**config.mk**
```make
export PLATFORM = sky130hd
export DESIGN_NAME = vga_timing_gen
export DESIGN_NICKNAME = d
export VERILOG_FILES = /design/src/rtl/vga_timing_pkg.sv /design/src/rtl/vga_timing_gen_sync_delay_line.sv /design/src/rtl/vga_timing_gen.sv
export SDC_FILE = /design/constraint.sdc
export NUM_CORES = 1
export LEC_CHECK = 0
export BUFFER_PORTS_ARGS = -buffer_cell sky130_fd_sc_hd__buf_2
export CAP_MARGIN = 20
export CORE_UTILIZATION = 55
export DETAILED_ROUTE_END_ITERATION = 7
export PLACE_DENSITY = 0.79
export SETUP_SLACK_MARGIN = 0.05
export SLEW_MARGIN = 20
export SYNTH_ARGS = -nofsm -noshare
export SYNTH_HDL_FRONTEND = slang
export SYNTH_SLANG_ARGS = --single-unit
export TNS_END_PERCENT = 1
```
**constraint.sdc**
```tcl
create_clock -name vga_clk -period 3.7 [get_ports vga_clk]
set_clock_uncertainty 0.1 [all_clocks]
set_input_delay 0.37 -clock vga_clk [delete_from_list [all_inputs] [get_ports vga_clk]]
set_output_delay 0.37 -clock vga_clk [all_outputs]
set_load 0.01 [all_outputs]
```
**src/rtl/vga_timing_pkg.sv**
```systemverilog
// Shared timing constants, types and helpers for the 640x480@60 VGA raster generator.
// Optional frame counter is enabled with the VGA_FRAME_CNT_EN macro in vga_timing_gen.
package vga_timing_pkg;

  localparam int unsigned COORD_W     = 10;
  localparam int unsigned FRAME_CNT_W = 16;

  localparam int unsigned H_VIS_DEF  = 640;
  localparam int unsigned H_FP_DEF   = 16;
  localparam int unsigned H_SYNC_DEF = 96;
  localparam int unsigned H_BP_DEF   = 48;
  localparam int unsigned V_VIS_DEF  = 480;
  localparam int unsigned V_FP_DEF   = 10;
  localparam int unsigned V_SYNC_DEF = 2;
  localparam int unsigned V_BP_DEF   = 33;
  localparam int unsigned SYNC_DLY_DEF = 2;

  localparam int unsigned H_TOTAL_DEF  = H_VIS_DEF + H_FP_DEF + H_SYNC_DEF + H_BP_DEF;
  localparam int unsigned V_TOTAL_DEF  = V_VIS_DEF + V_FP_DEF + V_SYNC_DEF + V_BP_DEF;
  localparam int unsigned HS_START_DEF = H_VIS_DEF + H_FP_DEF;
  localparam int unsigned HS_END_DEF   = HS_START_DEF + H_SYNC_DEF - 1;
  localparam int unsigned VS_START_DEF = V_VIS_DEF + V_FP_DEF;
  localparam int unsigned VS_END_DEF   = VS_START_DEF + V_SYNC_DEF - 1;

  // Sync pins idle high (active-low pulses)
  localparam logic SYNC_RST_LVL = 1'b1;

  typedef struct packed {
    logic hs;
    logic vs;
  } sync_t;

  localparam sync_t SYNC_RST_VAL = '{hs: SYNC_RST_LVL, vs: SYNC_RST_LVL};

  // Inclusive range test on a raster coordinate
  function automatic logic coord_in_range(input logic [COORD_W-1:0] v,
                                          input int unsigned lo,
                                          input int unsigned hi);
    return (v >= COORD_W'(lo)) && (v <= COORD_W'(hi));
  endfunction

endpackage

```
**src/rtl/vga_timing_gen_sync_delay_line.sv**
```systemverilog
// Width/depth-parameterized shift register with synchronous reset to RST_VAL.
// DEPTH of 0 degenerates to a plain wire.
module sync_delay_line #(
  parameter int unsigned      WIDTH   = 2,
  parameter int unsigned      DEPTH   = 2,
  parameter logic [WIDTH-1:0] RST_VAL = '1
) (
  input  logic             clk_i,
  input  logic             rst_i,
  input  logic [WIDTH-1:0] d_i,
  output logic [WIDTH-1:0] q_o
);

  if (DEPTH == 0) begin : g_bypass
    logic unused_clk_rst;
    assign unused_clk_rst = clk_i ^ rst_i;
    assign q_o = d_i;
  end else begin : g_pipe
    logic [WIDTH-1:0] stage_q [DEPTH];

    // Reset loads every stage so no partial pulse survives a flush
    always_ff @(posedge clk_i) begin
      if (rst_i) begin
        for (int i = 0; i < int'(DEPTH); i++) stage_q[i] <= RST_VAL;
      end else begin
        stage_q[0] <= d_i;
        for (int i = 1; i < int'(DEPTH); i++) stage_q[i] <= stage_q[i-1];
      end
    end

    assign q_o = stage_q[DEPTH-1];
  end

endmodule

```
**src/rtl/vga_timing_gen.sv**
```systemverilog
// VGA raster timing source: pixel/line counters, blank, delayed hs/vs, frame tick/strobe.
// Define VGA_FRAME_CNT_EN to add the 16-bit completed-frame counter output frame_cnt.
module vga_timing_gen
  import vga_timing_pkg::*;
#(
  parameter int unsigned H_VIS    = H_VIS_DEF,
  parameter int unsigned H_FP     = H_FP_DEF,
  parameter int unsigned H_SYNC   = H_SYNC_DEF,
  parameter int unsigned H_BP     = H_BP_DEF,
  parameter int unsigned V_VIS    = V_VIS_DEF,
  parameter int unsigned V_FP     = V_FP_DEF,
  parameter int unsigned V_SYNC   = V_SYNC_DEF,
  parameter int unsigned V_BP     = V_BP_DEF,
  parameter int unsigned SYNC_DLY = SYNC_DLY_DEF
) (
  input  logic               vga_clk,
  input  logic               Reset,
  output logic [COORD_W-1:0] DrawX,
  output logic [COORD_W-1:0] DrawY,
  output logic               blank,
  output logic               hs,
  output logic               vs,
  output logic               frame_clk,
  output logic               frame_stb
`ifdef VGA_FRAME_CNT_EN
  ,
  output logic [FRAME_CNT_W-1:0] frame_cnt
`endif
);

  localparam int unsigned H_TOTAL  = H_VIS + H_FP + H_SYNC + H_BP;
  localparam int unsigned V_TOTAL  = V_VIS + V_FP + V_SYNC + V_BP;
  localparam int unsigned HS_START = H_VIS + H_FP;
  localparam int unsigned HS_END   = HS_START + H_SYNC - 1;
  localparam int unsigned VS_START = V_VIS + V_FP;
  localparam int unsigned VS_END   = VS_START + V_SYNC - 1;

  logic [COORD_W-1:0] x_q, x_d;
  logic [COORD_W-1:0] y_q, y_d;
  logic               blank_q, blank_d;
  logic               hs_raw_q, hs_raw_d;
  logic               vs_raw_q, vs_raw_d;
  logic               fclk_q, fclk_d;
  logic               stb_q, stb_d;
  sync_t              sync_raw;
  sync_t              sync_dly;

  // Next raster position
  always_comb begin
    x_d = x_q + COORD_W'(1);
    y_d = y_q;
    if (x_q == COORD_W'(H_TOTAL - 1)) begin
      x_d = '0;
      if (y_q == COORD_W'(V_TOTAL - 1)) y_d = '0;
      else                              y_d = y_q + COORD_W'(1);
    end
  end

  // Decode from the next position so flags line up with the coordinates they ship with
  always_comb begin
    blank_d  = (x_d < COORD_W'(H_VIS)) && (y_d < COORD_W'(V_VIS));
    hs_raw_d = ~coord_in_range(x_d, HS_START, HS_END);
    vs_raw_d = ~coord_in_range(y_d, VS_START, VS_END);
    fclk_d   = ~vs_raw_d;
    stb_d    = (x_d == '0) && (y_d == '0);
  end

  always_ff @(posedge vga_clk) begin
    if (Reset) begin
      x_q      <= '0;
      y_q      <= '0;
      blank_q  <= 1'b0;
      hs_raw_q <= SYNC_RST_LVL;
      vs_raw_q <= SYNC_RST_LVL;
      fclk_q   <= 1'b0;
      stb_q    <= 1'b0;
    end else begin
      x_q      <= x_d;
      y_q      <= y_d;
      blank_q  <= blank_d;
      hs_raw_q <= hs_raw_d;
      vs_raw_q <= vs_raw_d;
      fclk_q   <= fclk_d;
      stb_q    <= stb_d;
    end
  end

  assign sync_raw = '{hs: hs_raw_q, vs: vs_raw_q};

  // Sync pins lag coordinates by the compositor's ROM + RGB register latency
  sync_delay_line #(
    .WIDTH   ($bits(sync_t)),
    .DEPTH   (SYNC_DLY),
    .RST_VAL (SYNC_RST_VAL)
  ) u_sync_dly (
    .clk_i (vga_clk),
    .rst_i (Reset),
    .d_i   (sync_raw),
    .q_o   (sync_dly)
  );

  assign DrawX     = x_q;
  assign DrawY     = y_q;
  assign blank     = blank_q;
  assign hs        = sync_dly.hs;
  assign vs        = sync_dly.vs;
  assign frame_clk = fclk_q;
  assign frame_stb = stb_q;

`ifdef VGA_FRAME_CNT_EN
  logic [FRAME_CNT_W-1:0] frame_cnt_q;

  // Counts wraps to (0,0); rolls over naturally at 0xFFFF
  always_ff @(posedge vga_clk) begin
    if (Reset)      frame_cnt_q <= '0;
    else if (stb_d) frame_cnt_q <= frame_cnt_q + FRAME_CNT_W'(1);
  end

  assign frame_cnt = frame_cnt_q;
`endif

endmodule

```
**After elaboration in Yosys (flattened, before gate mapping)**

Memories as Yosys holds them, arrays and structs flattened.
Index checks and enable logic that the tools add are counted.

- $add $sub $neg: 2
- Magnitude comparators: 6
- Equal/unequal tests: 2
- Muxes and demuxes: 8
- Bitwise logic cells: 4
- Reductions and logical operators: 6

Operator list:

| kind | number |
|---|---|
| 10-bit two-way mux | 3 |
| 10-bit by 1-bit adder with 10-bit output, second input constant | 2 |
| 10-bit equality test, second input constant | 2 |
| 10-bit logical NOT | 2 |
| 10-bit greater-or-equal comparator, second input constant | 1 |
| 10-bit by 9-bit greater-or-equal comparator with 1-bit output, second input constant | 1 |
| 10-bit <= comparator, second input constant | 1 |
| 10-bit by 9-bit <= comparator with 1-bit output, second input constant | 1 |
| 10-bit < comparator, second input constant | 1 |
| 10-bit by 9-bit < comparator with 1-bit output, second input constant | 1 |
| 1-bit logical AND | 4 |
| 2-bit two-way mux | 2 |
| 1-bit two-way mux | 3 |
| 1-bit inverter | 2 |
| 1-bit bitwise OR | 2 |

- Bits in registers: 25
- Bits in writable memories: 4
- Input bits: 2
- Output and inout bits: 25
- Logic and storage cells: 36
- Memories kept: 1

Memory list:

| memory | words | width | read ports | clocked after Yosys merged registers in | wr ports | line | RTL |
|---|---|---|---|---|---|---|---|
| u_sync_dly.g_pipe.stage_q | 2 | 2 | 2 | 0 | 2 | vga_timing_gen_sync_delay_line.sv:19 | `logic [WIDTH-1:0] stage_q [DEPTH];` |

**Longest topological paths before layout**

Gate-level depths: netlist of the first run.

- Depth after elaboration: 6
- Depth in mapped cells: 9
- Depth with buffers taken out: 8

**By module**

Synthesis of the first run repeated with hierarchy kept, for this count alone.

- Cells, all modules: 196
- Area total of the unflattened synthesis: 1641.6 µm²

By module, submodules not included:

| module | instances | cells an instance | area an instance (µm²) | sequential area each (µm²) |
|---|---|---|---|---|
| vga_timing_gen | 1 | 186 | 1521.5 | 500.5 |
| sync_delay_line | 1 | 10 | 120.1 | 80.1 |

**Worst setup path after synthesis of the first run**

Ideal clock, no wire load.

- Kind: flip-flop to flip-flop
- Start: reg x_q[0] (netlist: DrawX[0])
- End: reg vs_raw_q
- Library setup time: 0.127 ns
- Arrival time: 2.201 ns
- Slack: 1.272 ns
- Cell stages (with the launch flop): 8
- Cell sequence: dfxtp_1 -> ha_1 -> nand4_2 -> nor3_4 -> nand3_2 -> xor2_1 -> or4_1 -> or3_1

- Word-level cells in the longest chain between the ends: 5

Ends and longest elaborated chain:

| item | line | RTL |
|---|---|---|
| start, declared | vga_timing_gen.sv:38 | `logic [COORD_W-1:0] x_q, x_d;` |
| start signal, assigned | vga_timing_gen.sv:70 | `x_q <= '0;` |
| start signal, assigned | vga_timing_gen.sv:78 | `x_q <= x_d;` |
| 10-bit equality test (*) | vga_timing_gen.sv:52 | `if (x_q == COORD_W'(H_TOTAL - 1)) begin` |
| 10-bit two-way mux (*) | vga_timing_gen.sv:52 |  |
| 10-bit by 9-bit greater-or-equal comparator with 1-bit output or 10-bit by 9-bit <= comparator with 1-bit output (tied branches) | vga_timing_pkg.sv:39 | `return (v >= COORD_W'(lo)) && (v <= COORD_W'(hi));` |
| 1-bit logical AND (*) | vga_timing_pkg.sv:39 |  |
| 1-bit inverter (*) | vga_timing_gen.sv:63 | `vs_raw_d = ~coord_in_range(y_d, VS_START, VS_END);` |
| end signal, assigned | vga_timing_gen.sv:82 | `vs_raw_q <= vs_raw_d;` |
| end, declared | vga_timing_gen.sv:42 | `logic vs_raw_q, vs_raw_d;` |

Mark *: on every way between the ends. The rest lies on a longest branch, timed or not.
A chain may end at the register's enable or synchronous reset.

**Final worst setup path of the first run**

Ends and elaborated chain as after synthesis.

==> impl_metrics.toml, run 1 <==
[setup_path]
reg2reg_setup_slack_ns = 0.61
crit_path_top_delay_cell = "sky130_fd_sc_hd__or4_1"
worstPathRequired_ns = 3.83
rr_worst_depth = 7
critPathCaptureType = "register"
worst_setup_path_start_kind = "register"
timing.critical_path.fanout_max = 13
critPathMaxStageDelay_ns = 0.58
criticalPathCategory = "register to register"
timing.critical_path.arrival_ns = 3.22
worstPathCellList = "ha_1 -> nand4_2 -> nor3_4 -> nand2_1 -> xor2_1 -> or4_1 -> or3_1"

[logic_synthesis]
syn-num-nets = 188
synth_edf_count = 0
synth-main-ff-cell = "sky130_fd_sc_hd__dfxtp_1"
synth_warn = 0
synth_area_sq_um = 1528
ys_async_sr_fraction_pct = 0
postSynthAreaPerCell_sq_um = 8.394
synthTopCellsByArea = "sky130_fd_sc_hd__dfxtp_1 (38%), sky130_fd_sc_hd__nor2_1 (5.7%), sky130_fd_sc_hd__xnor2_1 (5.2%)"
synth_top_area_share_pct = 38.00
yosys.cell_types.count = 47
synth_largest_area_cell = "sky130_fd_sc_hd__dfxtp_1"
netlist_instances = 182
synth.yosys.seq_area_share_pct = 38.00
synthesis_stage_register_bit_count = 29

[clock_network]
clock-root-buffer = "sky130_fd_sc_hd__clkbuf_4"
cts_post_setup_buffers_inserted = 0
cts-buffers-inserted = 5
clock_tree.buffer_depth = 2
later_pin_clock_latency_in_the_skew_report_ns = 0.33
cts_htree_levels = 2
worst_setup_hold_path_clk_slew_ns = 0.09
post_cts_resize_count = 0
tritoncts = "built"
cts_hold_repair.buffers = 0
cts_num_sinks = 29

[sta]
layout_min_cycle_time_ns = 3.091
slew_headroom_pct = 64.67
tns_ns = 0
setup_viol_count_final = 0
period_share_pct = 83.55
slew_of_the_pin_with_the_lowest_slew_margin_ns = 0.5283
grt_setup_unrepaired = "false"
maxClockFrequency_mhz = 323.5
hold_viol_final = 0
maxSlewViolCount = 0

[die]
design.core.area_sq_um = 2545
die_area_sq_um = 2993
ios = 27
initial_cell_density_of_the_core_pct = 60.03
die-height_um = 54.71
num_rows = 18
die_wd_um = 54.71

[final_layout]
multi_input_comb_area_sq_um = 860.8
layout_cells_sized_above_1_pct = 21.74
fin_cells = 237
num-nets-final = 212
final_common_cell = "sky130_fd_sc_hd__dfxtp_1"
layout-area-overhead-vs-synth_pct = 11.14
layout.filler_cells = 229
layout_common_cells = "sky130_fd_sc_hd__dfxtp_1 (29), sky130_fd_sc_hd__buf_2 (26), sky130_fd_sc_hd__nor2_1 (23)"
n_antenna_cell = 0
seq_area_sq_um = 580.6

[job]
drv.max_cap_violation_count = 0

[pwr]
cellLeakagePower_uw = 0.0006785
power_density_nw_per_um2 = 312.0
worst_ir_drop_vdd_uv = 255.1
power_uw = 529.8

[grt]
antenna_found_initial = 0
global_route.overflow_total = 0
first_global_vias = 1221
grt_first_pass_wirelength_mm = 5.464
grt_max_degree = 26
grt_util_all_layers_pct = 26.41

[hold_path]
hold-path-cell-count = 1
min_path_type = "register to register"

[routing]
detail_route.first_pass.iterations = 4
detailedRoute.firstIterationViolations = 33
final_antenna_net_count = 0
routed-via-count = 1390
wl_mm = 3.445
drt-vias-per-instance = 5.865
wl_per_cell_um = 14.54
drc_errors = 0

[place]
hpwl_mm = 2.531
gp_congestion = 0.9618
dp.cells = 229
port_buffers = 26

[status]
run_status = "complete, no violations"
[metrics by stage]
step	worst slack [ns]	cell area, sq um	hold slack (ns)	util [%]
global route	0.4256	1698	0.3252	66.72
floorplan	1.272	1528	0.2895	-
finish	0.6085	1698	0.3147	66.72
CTS	0.6290	1698	0.3162	66.72
detailed placement	0.6436	1647	0.2950	64.70
global placement	0.7949	1647	0.2959	64.70
[final timing paths]
kind | from | end
worst max-delay path | DrawX[0]$_SDFF_PP0_ | vs_raw_q$_SDFF_PP1_
worst min-delay path | hs_raw_q$_SDFF_PP1_ | u_sync_dly.g_pipe.stage_q[0][1]$_SDFF_PP1_
worst max register to register | DrawX[0]$_SDFF_PP0_ | vs_raw_q$_SDFF_PP1_
worst min register to register | hs_raw_q$_SDFF_PP1_ | u_sync_dly.g_pipe.stage_q[0][1]$_SDFF_PP1_
[per-layer routing]
metal | global-route usage [%] | routed length, um | share of wire (%) | up-vias
met5 | 0 | 0 | 0 | -
met4 | 7.692 | 51 | 1.5 | 0
met3 | 9.444 | 246 | 7.1 | 8
met2 | 42.97 | 1597 | 46 | 51
met1 | 32.27 | 1550 | 45 | 645
li1 | - | - | - | 686
[registers in the layout (all words and copies together) (netlist names)]
name and cells:
DrawY 10, hs_raw_q 1, blank 1, vs_raw_q 1, u_sync_dly.g_pipe.stage_q 4, frame_stb 1
frame_clk 1, DrawX 10
[power by group]
| part | internal, uW | leakage (uW) | switching (uW) |
|---|---|---|---|
| clock network | 72.1 | 0.0000320 | 110 |
| logic | 10.1 | 0.000412 | 15.3 |
| registers | 316 | 0.000235 | 5.67 |
[kinds of logic (layout without fill, tap and decap cells)]
logic type,count (synthesis),after routing,synth area share (%)
buffers and inverters,19,44,5.651
muxes,2,2,1.392
xor gates and xnor gates,15,15,8.600
AOI/OAI and AO/OA,24,24,10.32
and+or+nand+nor,89,89,32.76
DFF,29,29,38.00
adders and majority gates,4,4,3.276
[synth_stat cells, drive strengths merged, types with 3 or more instances]
cell,count
or2,6
or3,4
nor2,23
nand2,12
nor3,10
buf,5
nand3,8
a21oi,7
inv,10
a31oi,3
clkbuf,4
xnor2,9
nor4,4
xor2,6
dfxtp,29
nand4,5
o22ai,3
ha,4
[layout make-up]
cell class / count / area share (%)
multi-input cells: 134 / 50.70
clock inverters: 2 / 0.5895
clock buffers: 6 / 2.432
inverters: 10 / 2.211
repair buffers: 26 / 7.664
flip-flops and latches: 29 / 34.19
well taps: 30 / 2.211
[worst max-delay path: cells and delay by family (launching register included)]
kind                       cells  cell delay [ns]
adders and majority gates      1             0.29
and+or+nand+nor                5             1.99
DFF                            1             0.41
xor gates and xnor gates       1             0.19
Note: power is estimated with default switching activity, not from simulation.
==> inputs of run 2 (changes only) <==
- clock period: 3.7 -> 2.9 ns (I/O delays scaled with it)
==> run 2 against run 1 <==
Via count increased by 5.2%. Critical path depth unchanged. Combinational power up 24%. Global-route usage is 1.7 points higher. Sequential cell count did not move. Register-to-register slack got worse by 0.48 ns. Critical path type unchanged.
==> impl_metrics.toml, run 2 (same netlist as run 1, synthesis figures left out) <==
[clock_network]
post_cts_resize_count = 0
cts_num_sinks = 29
tritoncts = "built"
cts_htree_levels = 2
later_pin_clock_latency_in_the_skew_report_ns = 0.33
clock-root-buffer = "sky130_fd_sc_hd__clkbuf_4"
worst_setup_hold_path_clk_slew_ns = 0.09
clock_tree.buffer_depth = 2
cts-buffers-inserted = 5

[die]
initial_cell_density_of_the_core_pct = 60.03
die_area_sq_um = 2993
design.core.area_sq_um = 2545
die_wd_um = 54.71
die-height_um = 54.71
ios = 27
num_rows = 18

[place]
dp_slack_ns = 0.1581
port_buffers = 26
hpwl_mm = 2.660
gp_congestion = 0.9472

[grt]
antenna_found_initial = 0
grt_max_degree = 26
busiest_layer = "met2"
grt_util_all_layers_pct = 28.14
first_global_vias = 1277
grt.met1_usage_pct = 35.77
grt_util_met2_pct = 43.78
grt_first_pass_wirelength_mm = 5.885
global_route.overflow_total = 0
use_met3_pct = 8.333

[routing]
final_antenna_net_count = 0
routed-via-count = 1462
drc_errors = 0
detailedRoute.firstIterationViolations = 52
detail_route.first_pass.iterations = 4
drt-vias-per-instance = 6.041
wl_mm = 3.685
wl_per_cell_um = 15.23

[status]
run_status = "complete, no violations"

[final_layout]
final_common_cell = "sky130_fd_sc_hd__dfxtp_1"
num-nets-final = 217
n_antenna_cell = 0
final_core_util_pct = 68.19
layout_common_cells = "sky130_fd_sc_hd__dfxtp_1 (29), sky130_fd_sc_hd__buf_2 (26), sky130_fd_sc_hd__nor2_1 (23)"
layout.filler_cells = 215
layout_cells_sized_above_1_pct = 23.58
layout-area-overhead-vs-synth_pct = 13.60

[setup_path]
criticalPathCategory = "register to register"
worstPathRequired_ns = 3.02
worst_setup_path_start_kind = "register"
timing.critical_path.arrival_ns = 2.90
timing.critical_path.fanout_max = 7
critPathCaptureType = "register"

[pwr]
power_density_nw_per_um2 = 388.3
power_uw = 673.9
worst_ir_drop_vdd_uv = 354.7
cellLeakagePower_uw = 0.0007083

[job]
drv.max_cap_violation_count = 0

[sta]
tns_ns = 0
hold_viol_final = 0
slew_headroom_pct = 71.30
layout_min_cycle_time_ns = 2.776
grt_setup_unrepaired = "true"
maxSlewViolCount = 0
slew_of_the_pin_with_the_lowest_slew_margin_ns = 0.4272
period_share_pct = 95.73
final.hold.worst_slack_ns = 0.2680
maxClockFrequency_mhz = 360.2
setup_viol_count_final = 0
final.setup.worst_slack_ns = 0.1238

[hold_path]
min_path_type = "input pin to register"
-- run 2: cell count changes in the layout (fill, tap and decap cells not counted) --
cell | before | now
sky130_fd_sc_hd__buf_4 | 0 | 5
-- run 2: power breakdown --
group	switching, uW	internal [uW]
clock network	139	92.0
logic	18.4	13.0
registers	8.18	404
total	165	509
-- run 2: critical path: stages (launching register included) --
cell and delay, ns:
sky130_fd_sc_hd__dfxtp_1 0.43, sky130_fd_sc_hd__ha_1 0.29, sky130_fd_sc_hd__nand4_2 0.23, sky130_fd_sc_hd__nor3_4 0.35, sky130_fd_sc_hd__nand3_2 0.12, sky130_fd_sc_hd__xor2_1 0.18, sky130_fd_sc_hd__or4_1 0.58, sky130_fd_sc_hd__or3_1 0.39
-- run 2: path summary, 6_finish.rpt --
kind | from | cells past startpoint | to | slack (ns)
worst max-delay path | DrawX[0]$_SDFF_PP0_ | 7 | vs_raw_q$_SDFF_PP1_ | 0.12
worst min-delay path | Reset | 2 | DrawX[1]$_SDFF_PP0_ | 0.27
worst max register to register | DrawX[0]$_SDFF_PP0_ | 7 | vs_raw_q$_SDFF_PP1_ | 0.12
worst min register to register | vs_raw_q$_SDFF_PP1_ | 1 | u_sync_dly.g_pipe.stage_q[0][0]$_SDFF_PP1_ | 0.32
-- run 2: cell type report --
class,instances,area (sq um),area share [%]
Multi-Input combinational cell,134,860.8,49.60
Sequential cell,29,580.6,33.45
Timing Repair Buffer,31,167.7,9.661
Clock buffer,6,41.29,2.379
Inverter,10,37.54,2.163
Tap cell,30,37.54,2.163
Clock inverter,2,10.01,0.5768
-- run 2: what timing repair did --
action                                  CTS  global route
buffers inserted                          0             2
endpoints found under the setup margin    0             2
hold endpoints to repair                  0             0
hold buffers                              0             0
-- run 2: metrics by stage --
stage	instances	cell area, sq um
floorplan	182	1528
global placement	232	1669
detailed placement	232	1669
CTS	240	1720
global route	242	1735
finish	242	1735
-- run 2: metal layers --
| metal | routed length, um | up-vias |
|---|---|---|
| met5 | 0 | - |
| met4 | 52 | 0 |
| met3 | 326 | 7 |
| met2 | 1723 | 78 |
| met1 | 1583 | 680 |
| li1 | - | 697 |
==> inputs of run 3 (changes only) <==
- MAX_ROUTING_LAYER: unset -> met4
- RECOVER_POWER: unset -> 50
==> run 3 against run 2 <==
Worst hold slack better by 0.0053 ns. Largest power group unchanged. Sequential cell count stayed put. Critical endpoint unchanged. Largest cell class unchanged. Via count down 0.21%. Sequential share of layout area increased by 0.56 points. Final cell count unchanged. Critical path depth did not move. Maximum frequency grew 0.69%. Final area is 1.7% lower. Power shrank 0.67%. Count of clock-buffer cells in the layout did not move. Sequential power about the same.
==> impl_metrics.toml, run 3 (same netlist as run 1, synthesis figures left out) <==
[status]
run_status = "complete, no violations"

[routing]
drc_errors = 0
uppermost_signal_routing_layer_after_detailed_routing = "met4"
final_antenna_net_count = 0
detail_route.first_pass.iterations = 4
detailedRoute.firstIterationViolations = 71
routed-via-count = 1459
wl_mm = 3.642
drt-vias-per-instance = 6.029
wire_length_on_met1_mm = 1.553
wl_met3_um = 301
met2_length_mm = 1.682
wl_per_cell_um = 15.05

[sta]
maxSlewViolCount = 0
hold_viol_final = 0
period_share_pct = 95.08
grt_setup_unrepaired = "true"
tns_ns = 0
slew_headroom_pct = 71.46
slew_of_the_pin_with_the_lowest_slew_margin_ns = 0.4249
layout_min_cycle_time_ns = 2.757
setup_viol_count_final = 0
maxClockFrequency_mhz = 362.7

[die]
die-height_um = 54.71
num_rows = 18
initial_cell_density_of_the_core_pct = 60.03
die_wd_um = 54.71
design.core.area_sq_um = 2545
die_area_sq_um = 2993
ios = 27

[setup_path]
criticalPathCategory = "register to register"
timing.critical_path.fanout_max = 7
crit_end = "vs_raw_q$_SDFF_PP1_"
reg2reg_setup_slack_ns = 0.14
worstReg2RegEnd = "vs_raw_q$_SDFF_PP1_"
worst_setup_path_start_kind = "register"
r2r_start = "DrawX[0]$_SDFF_PP0_"
rr_worst_depth = 7
critPathCaptureType = "register"
worst_setup_path_startpoint = "DrawX[0]$_SDFF_PP0_"
timing.critical_path.arrival_ns = 2.87
worstPathRequired_ns = 3.01

[pwr]
cellLeakagePower_uw = 0.0006263
worst_ir_drop_vdd_uv = 353.4
power_uw = 669.4
power_density_nw_per_um2 = 392.2

[grt]
first_global_vias = 1275
grt_max_degree = 26
global_route.overflow_total = 0
antenna_found_initial = 0
grt_util_all_layers_pct = 28.94
grt_first_pass_wirelength_mm = 5.899

[place]
port_buffers = 26
hpwl_mm = 2.660
gp_congestion = 0.9644
area_post_placement_sq_um = 1669

[clock_network]
worst_setup_hold_path_clk_slew_ns = 0.09
cts-buffers-inserted = 5
clock-root-buffer = "sky130_fd_sc_hd__clkbuf_4"
cts_num_sinks = 29
cts_htree_levels = 2
clock_tree.buffer_depth = 2
cts_hold_repair.buffers = 0
tritoncts = "built"
later_pin_clock_latency_in_the_skew_report_ns = 0.33

[hold_path]
hold-path-cell-count = 2
min_path_type = "input pin to register"

[final_layout]
layout_cells_sized_above_1_pct = 13.68
layout-area-overhead-vs-synth_pct = 11.71
final_standard_cell_area_without_fillers_sq_um = 1707
final_common_cell = "sky130_fd_sc_hd__dfxtp_1"
final_core_util_pct = 67.06
n_antenna_cell = 0
layout.filler_cells = 230
layout_common_cells = "sky130_fd_sc_hd__dfxtp_1 (29), sky130_fd_sc_hd__nor2_1 (23), sky130_fd_sc_hd__clkbuf_1 (22)"
num-nets-final = 217

[job]
drv.max_cap_violation_count = 0
## run 3: report_power, final
part           total [uW]  switching (uW)  leakage [uW]  internal [uW]
Combinational        29.9            18.4      0.000359           11.5
Clock                 227             135     0.0000320           92.1
Sequential            412            8.50      0.000235            404
## run 3: cell type report
cell class                      count  area [sq um]  area share (%)
Tap cell                           30         37.54           2.199
Timing Repair Buffer               31         138.9           8.138
Sequential cell                    29         580.6           34.02
Clock buffer                        6         41.29           2.419
Inverter                           10         37.54           2.199
Multi-Input combinational cell    134         860.8           50.44
Clock inverter                      2         10.01          0.5865
## run 3: worst min path at each step
stage                                   start                                    endpoint  slack [ns]
after CTS                               Reset                         DrawX[1]$_SDFF_PP0_        0.28
after floorplan           vs_raw_q$_SDFF_PP1_  u_sync_dly.g_pipe.stage_q[0][0]$_SDFF_PP1_        0.29
after global placement    hs_raw_q$_SDFF_PP1_  u_sync_dly.g_pipe.stage_q[0][1]$_SDFF_PP1_        0.29
final                                   Reset                         DrawX[1]$_SDFF_PP0_        0.27
after detailed placement  vs_raw_q$_SDFF_PP1_  u_sync_dly.g_pipe.stage_q[0][0]$_SDFF_PP1_        0.30
after global routing                    Reset                         DrawX[1]$_SDFF_PP0_        0.30
## run 3: per-stage QoR
| step | setup slack, ns | cells | hold slack (ns) |
|---|---|---|---|
| 2_1_floorplan | 0.4717 | 182 | 0.2895 |
| 3_3_place_gp | 0.3206 | 232 | 0.2932 |
| 3_5_place_dp | 0.1581 | 232 | 0.2991 |
| 4_1_cts | 0.1354 | 240 | 0.2752 |
| 5_1_grt | 0.006179 | 242 | 0.3017 |
| 6_report | 0.1428 | 242 | 0.2732 |
## run 3: worst max-delay path, stage by stage (launching register included)
cell	delay [ns]
sky130_fd_sc_hd__dfxtp_1	0.43
sky130_fd_sc_hd__ha_1	0.29
sky130_fd_sc_hd__nand4_2	0.21
sky130_fd_sc_hd__nor3_4	0.34
sky130_fd_sc_hd__nand3_2	0.12
sky130_fd_sc_hd__xor2_1	0.18
sky130_fd_sc_hd__or4_1	0.58
sky130_fd_sc_hd__or3_1	0.39
## run 3: timing repair
| item | CTS | global route |
|---|---|---|
| buffers inserted | 0 | 2 |
| endpoints found under the setup margin | 0 | 2 |
| gates resized for setup | 0 | 0 |
## run 3: layer usage
metal / GRT usage (%) / vias up
met4: 11.54 / 0
met3: 8.056 / 13
li1: - / 701
met1: 35.94 / 668
met2: 43.78 / 77
met5: - / -
